### src/rtl/usb_pkg.sv
`default_nettype none
// ============================================================================
// Module      : usb_pkg
// Description : Shared types and helpers for the USB FS/LS receive front end.
// Revision    : 1.0 - initial release
// ============================================================================
package usb_pkg;

  localparam int STUFF_LEN = 6;

  typedef enum logic [1:0] {
    LS_J   = 2'd0,
    LS_K   = 2'd1,
    LS_SE0 = 2'd2,
    LS_SE1 = 2'd3
  } line_state_e;

  typedef enum logic [2:0] {
    ST_IDLE  = 3'd0,
    ST_SYNC  = 3'd1,
    ST_DATA  = 3'd2,
    ST_EOP   = 3'd3,
    ST_ABORT = 3'd4
  } rx_state_e;

  // Low-speed links swap the J/K polarity; J is then the dm-high state.
  function automatic line_state_e decode_line(input logic dp, input logic dm,
                                              input logic low_speed);
    line_state_e ls;
    case ({dp, dm})
      2'b00:   ls = LS_SE0;
      2'b11:   ls = LS_SE1;
      2'b10:   ls = low_speed ? LS_K : LS_J;
      default: ls = low_speed ? LS_J : LS_K;
    endcase
    return ls;
  endfunction

endpackage
`default_nettype wire

### src/rtl/usb_nrzi_unstuff.sv
`default_nettype none
// ============================================================================
// Module      : usb_nrzi_unstuff
// Description : NRZI decoder and consecutive-ones tracker flagging stuffed bits.
// Revision    : 1.0 - initial release
// ============================================================================
module usb_nrzi_unstuff
  import usb_pkg::*;
(
  input  logic        clk,
  input  logic        reset_n,
  input  logic        i_bit_valid,
  input  line_state_e i_line,
  input  logic        i_count_en,
  input  logic        i_count_clr,
  output logic        o_dec_bit,
  output logic        o_stuff_drop,
  output logic        o_stuff_err
);

  localparam logic [2:0] c_STUFF = 3'(STUFF_LEN);

  logic       r_prev_k;
  logic [2:0] r_ones;
  logic       w_is_jk;
  logic       w_full;

  assign w_is_jk      = (i_line == LS_J) || (i_line == LS_K);
  assign o_dec_bit    = ((i_line == LS_K) == r_prev_k);
  assign w_full       = (r_ones == c_STUFF);
  assign o_stuff_drop = i_count_en && w_is_jk && w_full && !o_dec_bit;
  assign o_stuff_err  = i_count_en && w_is_jk && w_full && o_dec_bit;

  always_ff @(posedge clk or negedge reset_n) begin
    if (!reset_n) begin
      r_prev_k <= 1'b0;
      r_ones   <= 3'd0;
    end else if (i_bit_valid) begin
      if (w_is_jk) begin
        r_prev_k <= (i_line == LS_K);
      end
      if (i_count_clr) begin
        r_ones <= 3'd0;
      end else if (i_count_en && w_is_jk) begin
        // A full run always ends here: either the stuffed 0 or an error.
        if (w_full || !o_dec_bit) begin
          r_ones <= 3'd0;
        end else begin
          r_ones <= r_ones + 3'd1;
        end
      end
    end
  end

endmodule
`default_nettype wire

### src/rtl/usb_rx_deserializer.sv
`default_nettype none
// ============================================================================
// Module      : usb_rx_deserializer
// Description : USB FS/LS receive deserializer: SYNC, unstuff, bytes, EOP.
// Revision    : 1.0 - initial release
// ============================================================================
module usb_rx_deserializer
  import usb_pkg::*;
#(
  parameter bit LOW_SPEED      = 1'b0,
  parameter int SYNC_MIN_ZEROS = 3
) (
  input  logic       clk,
  input  logic       reset_n,
  input  logic       bit_valid,
  input  logic       dp,
  input  logic       dm,
  output logic       rx_active,
  output logic [7:0] rx_data,
  output logic       rx_valid,
  output logic       rx_error,
  output logic       eop
);

  localparam int              c_ZW   = $clog2(SYNC_MIN_ZEROS + 1) + 1;
  localparam logic [c_ZW-1:0] c_ZMIN = c_ZW'(SYNC_MIN_ZEROS);
  localparam logic [c_ZW-1:0] c_ZONE = c_ZW'(1);

  line_state_e     w_line;
  logic            w_dec_bit;
  logic            w_stuff_drop;
  logic            w_stuff_err;
  logic            w_enter_data;
  logic [7:0]      w_shifted;

  rx_state_e       r_state,      w_state_nxt;
  logic [c_ZW-1:0] r_zeros,      w_zeros_nxt;
  logic [7:0]      r_shreg,      w_shreg_nxt;
  logic [2:0]      r_bitcnt,     w_bitcnt_nxt;
  logic            r_misaligned, w_misaligned_nxt;
  logic            r_active,     w_active_nxt;
  logic [7:0]      r_data,       w_data_nxt;
  logic            r_valid,      w_valid_nxt;
  logic            r_error,      w_error_nxt;
  logic            r_eop,        w_eop_nxt;

  assign w_line    = decode_line(dp, dm, LOW_SPEED);
  assign w_shifted = {w_dec_bit, r_shreg[7:1]};

  usb_nrzi_unstuff u_nrzi_unstuff (
    .clk          (clk),
    .reset_n      (reset_n),
    .i_bit_valid  (bit_valid),
    .i_line       (w_line),
    .i_count_en   (r_state == ST_DATA),
    .i_count_clr  (w_enter_data),
    .o_dec_bit    (w_dec_bit),
    .o_stuff_drop (w_stuff_drop),
    .o_stuff_err  (w_stuff_err)
  );

  always_ff @(posedge clk or negedge reset_n) begin
    if (!reset_n) begin
      r_state <= ST_IDLE;
    end else begin
      r_state <= w_state_nxt;
    end
  end

  always_comb begin
    w_state_nxt      = r_state;
    w_zeros_nxt      = r_zeros;
    w_shreg_nxt      = r_shreg;
    w_bitcnt_nxt     = r_bitcnt;
    w_misaligned_nxt = r_misaligned;
    w_active_nxt     = r_active;
    w_data_nxt       = r_data;
    w_valid_nxt      = 1'b0;
    w_error_nxt      = 1'b0;
    w_eop_nxt        = 1'b0;
    w_enter_data     = 1'b0;

    if (bit_valid) begin
      case (r_state)
        ST_IDLE: begin
          // The opening K is itself the first decoded 0 of SYNC.
          if (w_line == LS_K) begin
            w_state_nxt = ST_SYNC;
            w_zeros_nxt = (c_ZONE > c_ZMIN) ? c_ZMIN : c_ZONE;
          end
        end

        ST_SYNC: begin
          case (w_line)
            LS_J, LS_K: begin
              if (!w_dec_bit) begin
                if (r_zeros < c_ZMIN) begin
                  w_zeros_nxt = r_zeros + c_ZONE;
                end
              end else if (r_zeros >= c_ZMIN) begin
                w_state_nxt  = ST_DATA;
                w_active_nxt = 1'b1;
                w_bitcnt_nxt = 3'd0;
                w_enter_data = 1'b1;
              end else begin
                w_state_nxt = ST_IDLE;
              end
            end
            default: w_state_nxt = ST_IDLE;
          endcase
        end

        ST_DATA: begin
          case (w_line)
            LS_J, LS_K: begin
              if (w_stuff_err) begin
                w_error_nxt  = 1'b1;
                w_active_nxt = 1'b0;
                w_state_nxt  = ST_ABORT;
              end else if (!w_stuff_drop) begin
                w_shreg_nxt  = w_shifted;
                w_bitcnt_nxt = r_bitcnt + 3'd1;
                if (r_bitcnt == 3'd7) begin
                  w_data_nxt  = w_shifted;
                  w_valid_nxt = 1'b1;
                end
              end
            end
            LS_SE0: begin
              w_state_nxt      = ST_EOP;
              w_misaligned_nxt = (r_bitcnt != 3'd0);
            end
            default: begin
              w_error_nxt  = 1'b1;
              w_active_nxt = 1'b0;
              w_state_nxt  = ST_ABORT;
            end
          endcase
        end

        ST_EOP: begin
          case (w_line)
            LS_SE0: ;
            LS_J: begin
              w_active_nxt = 1'b0;
              w_state_nxt  = ST_IDLE;
              w_error_nxt  = r_misaligned;
              w_eop_nxt    = !r_misaligned;
            end
            default: begin
              w_error_nxt  = 1'b1;
              w_active_nxt = 1'b0;
              w_state_nxt  = ST_ABORT;
            end
          endcase
        end

        ST_ABORT: begin
          if (w_line == LS_J) begin
            w_state_nxt = ST_IDLE;
          end
        end

        default: w_state_nxt = ST_IDLE;
      endcase
    end
  end

  always_ff @(posedge clk or negedge reset_n) begin
    if (!reset_n) begin
      r_zeros      <= '0;
      r_shreg      <= 8'h00;
      r_bitcnt     <= 3'd0;
      r_misaligned <= 1'b0;
      r_active     <= 1'b0;
      r_data       <= 8'h00;
      r_valid      <= 1'b0;
      r_error      <= 1'b0;
      r_eop        <= 1'b0;
    end else begin
      r_zeros      <= w_zeros_nxt;
      r_shreg      <= w_shreg_nxt;
      r_bitcnt     <= w_bitcnt_nxt;
      r_misaligned <= w_misaligned_nxt;
      r_active     <= w_active_nxt;
      r_data       <= w_data_nxt;
      r_valid      <= w_valid_nxt;
      r_error      <= w_error_nxt;
      r_eop        <= w_eop_nxt;
    end
  end

  assign rx_active = r_active;
  assign rx_data   = r_data;
  assign rx_valid  = r_valid;
  assign rx_error  = r_error;
  assign eop       = r_eop;

endmodule
`default_nettype wire

### config.mk
export PLATFORM = sky130hd
export DESIGN_NAME = usb_rx_deserializer
export DESIGN_NICKNAME = d
export VERILOG_FILES = /design/src/rtl/usb_pkg.sv /design/src/rtl/usb_nrzi_unstuff.sv /design/src/rtl/usb_rx_deserializer.sv
export SDC_FILE = /design/constraint.sdc
export NUM_CORES = 1
export LEC_CHECK = 0
export BUFFER_PORTS_ARGS = -buffer_cell sky130_fd_sc_hd__buf_2
export CAP_MARGIN = 5
export CORE_UTILIZATION = 45
export CTS_CLUSTER_SIZE = 14
export DETAILED_ROUTE_END_ITERATION = 8
export PLACE_DENSITY = 0.74
export RECOVER_POWER = 100
export SETUP_SLACK_MARGIN = 0.05
export SLEW_MARGIN = 25
export SYNTH_ARGS = -nofsm -noshare
export SYNTH_HDL_FRONTEND = slang
export SYNTH_SLANG_ARGS = --single-unit
### constraint.sdc
create_clock -name clk -period 3.67 [get_ports clk]
set_input_delay 0 -clock clk [delete_from_list [all_inputs] [get_ports clk]]
set_output_delay 0 -clock clk [all_outputs]
set_load 0.01 [all_outputs]
==> metrics.csv, run 1 <==
metric,value,unit
status,"complete, but fails checks",
failed_checks,"max-capacitance violations, max-slew violations",
synth_area_leaders,"dfrtp_1, mux2_2, ha_1, nand2_1, inv_1",
synth_nets,179,
rsz0062_at_grt,false,
final_util,0.527,
hpwl,2.41,mm
postPlaceCellArea,1900,µm²
tns,0,ns
leakagePower,0.924,nW
peakVddDrop,0.323,mV
synth_cell_types,45,
n_antenna_cell,0,
yosysWarningCount,0,
cts_root_buffer,clkbuf_8,
syn_area_per_cell,11.0,µm²
drc,0,
grt_usage,0.175,
rrSetupSlack,0.98,ns
min_from,bit_valid,
gp_congestion,0.818,
power,1.24,mW
grt_pass1_wl,5.68,mm
port_buffers,16,
stdcell_area,1970,µm²
drtIter0Drc,66,
dr.pass1.iters,4,
synthArstFlopShare,1.00,
layout_min_cycle_time,2.69,ns
ios,17,
core-area,3740,µm²
drv_slew,34,
ys.flop_type,dfrtp_1,
clk_latency,0.29,ns
post_cts_resized,0,
grt_pass1_vias,1284,
syn_inst,164,
synth_commonest_cells,"dfrtp_1, mux2_2, nand2_1, ha_1, inv_1",
wirelength,3.37,mm
startpoint_type,register,
clk_pin_slew,0.07,ns
rr_startpoint,r_state[1],
synth_top_family_by_area,simple AND/OR/NAND/NOR gates,
dpl_worst_slack,1.38,ns
wl_per_cell,14.6,µm
clock_sinks,33,
cap_viol_max_count,1,
yosysMostFrequentCell,dfrtp_1,
numCtsBuffers,5,
power-per-cell-area,629,nW/µm²
dieArea,4250,µm²
dr_total_vias,1294,
area_growth,9.74,%
nets,196,
grt.overflow.total,0,
antenna_found_initial,0,
start_util,0.481,
clock.fmax,0.372,GHz
end_kind,register,
synth_edf_count,0,
hold_violations,0,
die_x,65.2,µm
ant_nets,0,
worstPathRequired,3.84,ns
grt_max_degree,34,
arrival,2.86,ns
finalSetupViolCount,0,
worstMarginPinSlew,1.72,ns
clk_path_buf_depth,2,
synth_top_area_frac,0.459,
htreeDepth,2,
whs_path_depth,3,
ys_seq_elements,33,
reg2reg_to,rx_data[6],
fin_ws,0.983,ns
synth_adder_area_share,0.0695,
ys_seq_area_frac,0.459,
slew_headroom,-0.146,
synth_compound_area_frac,0.104,
cts_tree,built,
fin_crit_sh,0.732,
drive_gt1_frac,0.176,
syn-cell-area,1800,µm²
reg2reg_depth,4,
hold_path.class,input pin to register,
yosys.area_share.simple,0.177,
die_h,65.2,µm
critPathKind,register to register,
muxShareOfSynthArea,0.136,
crit_fanout,16,
synth_xor_area_frac,0.0139,
yosysTopAreaCell,dfrtp_1,
skew,0.00291,ns
viasPerCell,5.63,
fp-row-count,22,
hold_end,rx_error,
==> timing repair <==
item,CTS,global route
hold buffers,1,0
buffers inserted,0,0
setup endpoints to repair,0,0
endpoints found under the hold margin,33,0
==> per-stage QoR <==
stage | cells | hold slack [ns]
floorplan | 164 | -0.296
global placement | 221 | 0.0835
detailed placement | 221 | 0.100
CTS | 230 | 0.0344
global route | 230 | 0.0765
finish | 230 | 0.0396
==> state kept, by name, summed over array words and instances, names as in the netlist, 3 cells and up <==
signal,count
r_zeros,3
r_bitcnt,3
rx_data,8
r_state,3
u_nrzi_unstuff.r_ones,3
r_shreg,7
==> how the worst max path moves through the flow <==
stage                     slack, ns       start          to
after floorplan                2.06  r_zeros[0]  r_state[1]
after CTS                      1.36  r_state[1]  rx_data[6]
final                          0.98  r_state[1]  rx_data[6]
after global placement         1.49  r_state[1]  rx_data[1]
after detailed placement       1.38  r_state[1]  rx_data[6]
after global routing           0.77  r_state[1]  rx_data[6]
==> cell families after synthesis <==
| group | after synthesis |
|---|---|
| AND/OR/NAND/NOR | 54 |
| XOR/XNOR | 2 |
| flip-flops | 33 |
| adder cells (fa/ha/maj) | 10 |
| buffers and inverters | 17 |
| multiplexers | 22 |
| AO/OA/AOI/OAI | 26 |
==> routing by layer <==
| metal | vias up | global-route usage | wire [µm] |
|---|---|---|---|
| met2 | 31 | 0.325 | 1760 |
| li1 | 616 | - | - |
| met4 | 0 | 0.0408 | 34 |
| met1 | 642 | 0.197 | 1410 |
| met3 | 5 | 0.0469 | 160 |
| met5 | - | 0 | 0 |
==> where the power goes <==
group          total, mW  internal [mW]  switching [mW]
Clock              0.352          0.221           0.131
Sequential         0.537          0.437           0.100
Combinational      0.352          0.164           0.188
Total               1.24          0.822           0.419
==> cell type report <==
cell class	count	area, µm²
well taps	48	60.1
inverters	10	37.5
repair buffers	17	72.6
fillers	372	1770
clock inverters	1	30.0
flip-flops and latches	33	826
clock buffers	7	86.3
multi-input cells	114	862
==> placed cells by master (no fill, tap or decap), types with 2 or more instances in the layout <==
master	n
nor2_1	6
o21ai_0	5
o311ai_0	2
dfrtp_1	33
buf_2	2
nand2_1	20
ha_1	10
nor3_1	4
a21oi_1	6
and2_1	2
nand3_1	4
nor3b_1	2
clkbuf_1	15
nor2b_1	4
mux2_2	19
a21o_1	2
nand2b_1	2
clkbuf_8	6
mux2i_1	3
o31ai_1	3
inv_1	10
==> critical path, cell delays in order (launching register included) <==
cell and delay, ns:
dfrtp_1 0.60, nor3b_1 0.52, nor3b_2 0.68, nand2_1 0.40
mux2_2 0.37
(Power assumes the default switching activity.)
==> run 2, diff against run 1 <==
--- a/config.mk
+++ b/config.mk
@@ -10,7 +10,7 @@
 export CORE_UTILIZATION = 45
 export CTS_CLUSTER_SIZE = 14
 export DETAILED_ROUTE_END_ITERATION = 8
-export PLACE_DENSITY = 0.74
+export PLACE_DENSITY = 0.77
 export RECOVER_POWER = 100
 export SETUP_SLACK_MARGIN = 0.05
 export SLEW_MARGIN = 25
==> constraint.sdc (replaced) <==
create_clock -name clk -period 2.45 [get_ports clk]
set_input_delay 0 -clock clk [delete_from_list [all_inputs] [get_ports clk]]
set_output_delay 0 -clock clk [all_outputs]
set_load 0.01 [all_outputs]
==> metrics.csv, run 2 (same netlist as run 1, synthesis figures left out) <==
metric,value,unit,change
status,"complete, but fails checks",,
failed_checks,"max-capacitance violations, max-slew violations",,
grt.overflow.total,0,,unchanged
fp-row-count,22,,unchanged
end_kind,register,,
area_growth,9.80,%,about the same
crit_start,u_nrzi_unstuff.r_prev_k,,
nets,197,,+0.51%
reg2reg_to,r_zeros[2],,
power-per-cell-area,924,nW/µm²,+47%
clock_sinks,33,,unchanged
grt_pass1_vias,1197,,-6.8%
die_h,65.2,µm,unchanged
dieArea,4250,µm²,unchanged
sw_frac_of_total,0.343,,+0.00536
endpoint,r_zeros[2],,
hold_ws,0.0722,ns,+0.0326 ns
htreeDepth,2,,unchanged
wirelength,3.20,mm,-5.0%
core-area,3740,µm²,unchanged
rr_startpoint,u_nrzi_unstuff.r_prev_k,,
dr.pass1.iters,5,,+1
crit_fanout,9,,-7
layout_min_cycle_time,2.04,ns,-0.648 ns
dpl_worst_slack,0.522,ns,-0.862 ns
slew_headroom,-0.141,,+0.00487
clk_pin_slew,0.07,ns,about the same
leakagePower,0.942,nW,+1.9%
switchingPower,626,µW,+49%
cts_root_buffer,clkbuf_8,,
largest_reg_flops,8,,unchanged
power,1.82,mW,+47%
power_frac_seq,0.444,,+0.011
hold_violations,0,,unchanged
rrSetupSlack,0.41,ns,-0.57 ns
peakVddDrop,0.526,mV,+63%
drive_gt1_frac,0.181,,+0.00549
final_cell_mix,"dfrtp_1, nand2_1, mux2_2, clkbuf_1",,
ios,17,,unchanged
fin_crit_sh,0.832,,+0.100
fin_ws,0.411,ns,-0.572 ns
wl_per_cell,13.9,µm,-5.0%
clk_path_buf_depth,2,,unchanged
numCtsBuffers,5,,unchanged
dr_total_vias,1263,,-2.4%
cts_setup_buffers,0,,unchanged
reg2reg_depth,4,,unchanged
drtIter0Drc,37,,-44%
worstMarginPinSlew,1.71,ns,-0.00731 ns
clock.fmax,0.490,GHz,+32%
final_common_cell,dfrtp_1,,
antenna_found_initial,0,,unchanged
startpoint_type,register,,
tns,0,ns,unchanged
grt_usage,0.174,,-0.00115
drc,0,,unchanged
stdcell_area,1980,µm²,about the same
ant_nets,0,,unchanged
grt_pass1_wl,5.55,mm,-2.3%
drv_slew,34,,unchanged
viasPerCell,5.49,,-2.4%
intPower,1.20,mW,+46%
clk_latency,0.28,ns,about the same
cap_viol_max_count,1,,unchanged
critPathKind,register to register,,
finalSetupViolCount,0,,unchanged
worstPathRequired,2.62,ns,-1.22 ns
p_clk_frac,0.267,,-0.017
n_antenna_cell,0,,unchanged
skew,0.00351,ns,+0.000597 ns
gp_congestion,0.858,,+4.9%
arrival,2.21,ns,-0.65 ns
cts_tree,built,,
combPwrFrac,0.289,,+0.006
hold_path.class,input pin to register,,
die_x,65.2,µm,unchanged
rsz0062_at_grt,false,,
port_buffers,16,,unchanged
hpwl,2.22,mm,-7.8%
start_util,0.481,,unchanged
grt_max_degree,34,,unchanged
postPlaceCellArea,1910,µm²,+0.39%
run 2: cell count changes in the layout (fill, tap and decap cells not counted), sizes merged:
| cell | before | now |
|---|---|---|
| buf | 2 | 3 |
| clkbuf | 21 | 19 |
| clkinv | 0 | 1 |
run 2: critical path, stage by stage, from the launching register on:
cell and delay, ns:
dfrtp_1 0.41, xor2_1 0.53, a41oi_1 0.20, nor3_1 0.40, mux2_2 0.38
run 2: through the flow:
step / util / std cells
after CTS: 0.541 / 230
after global routing: 0.528 / 230
final: 0.528 / 230
after global placement: 0.510 / 222
after floorplan: - / 164
after detailed placement: 0.510 / 222
run 2: area by class of cell:
| cell class | count | area (µm²) |
|---|---|---|
| clock buffers | 5 | 68.8 |
| clock inverters | 2 | 35.0 |
| fillers | 358 | 1770 |
| inverters | 10 | 37.5 |
| multi-input cells | 114 | 868 |
| flip-flops and latches | 33 | 826 |
| well taps | 48 | 60.1 |
| repair buffers | 18 | 80.1 |
run 2: layer usage:
layer | track usage | vias up | wire, µm
met5 | 0 | - | 0
met4 | 0.0788 | 0 | 79
met3 | 0.0434 | 10 | 137
met2 | 0.273 | 31 | 1430
met1 | 0.225 | 604 | 1550
li1 | - | 618 | -
run 2: power groups by stage:
stage,clock (mW),sequential [mW],combinational [mW]
floorplan,0,0.740,0.489
global placement,0,0.813,0.525
detailed placement,0,0.821,0.541
CTS,0.500,0.811,0.548
global route,0.521,0.833,0.599
finish,0.487,0.810,0.528
run 2: worst min-delay path by stage:
stage | from | cells past startpoint | endpoint
after floorplan | reset_n | 0 | eop
after global placement | reset_n | 1 | rx_data[5]
after detailed placement | reset_n | 1 | rx_data[7]
after CTS | bit_valid | 3 | rx_error
after global routing | bit_valid | 3 | rx_error
final | bit_valid | 3 | rx_error
run 2: timing repair:
item	in CTS	in global routing
endpoints found under the setup margin	0	0
gates resized for setup	0	0
hold buffers	1	0
hold endpoints to repair	33	0
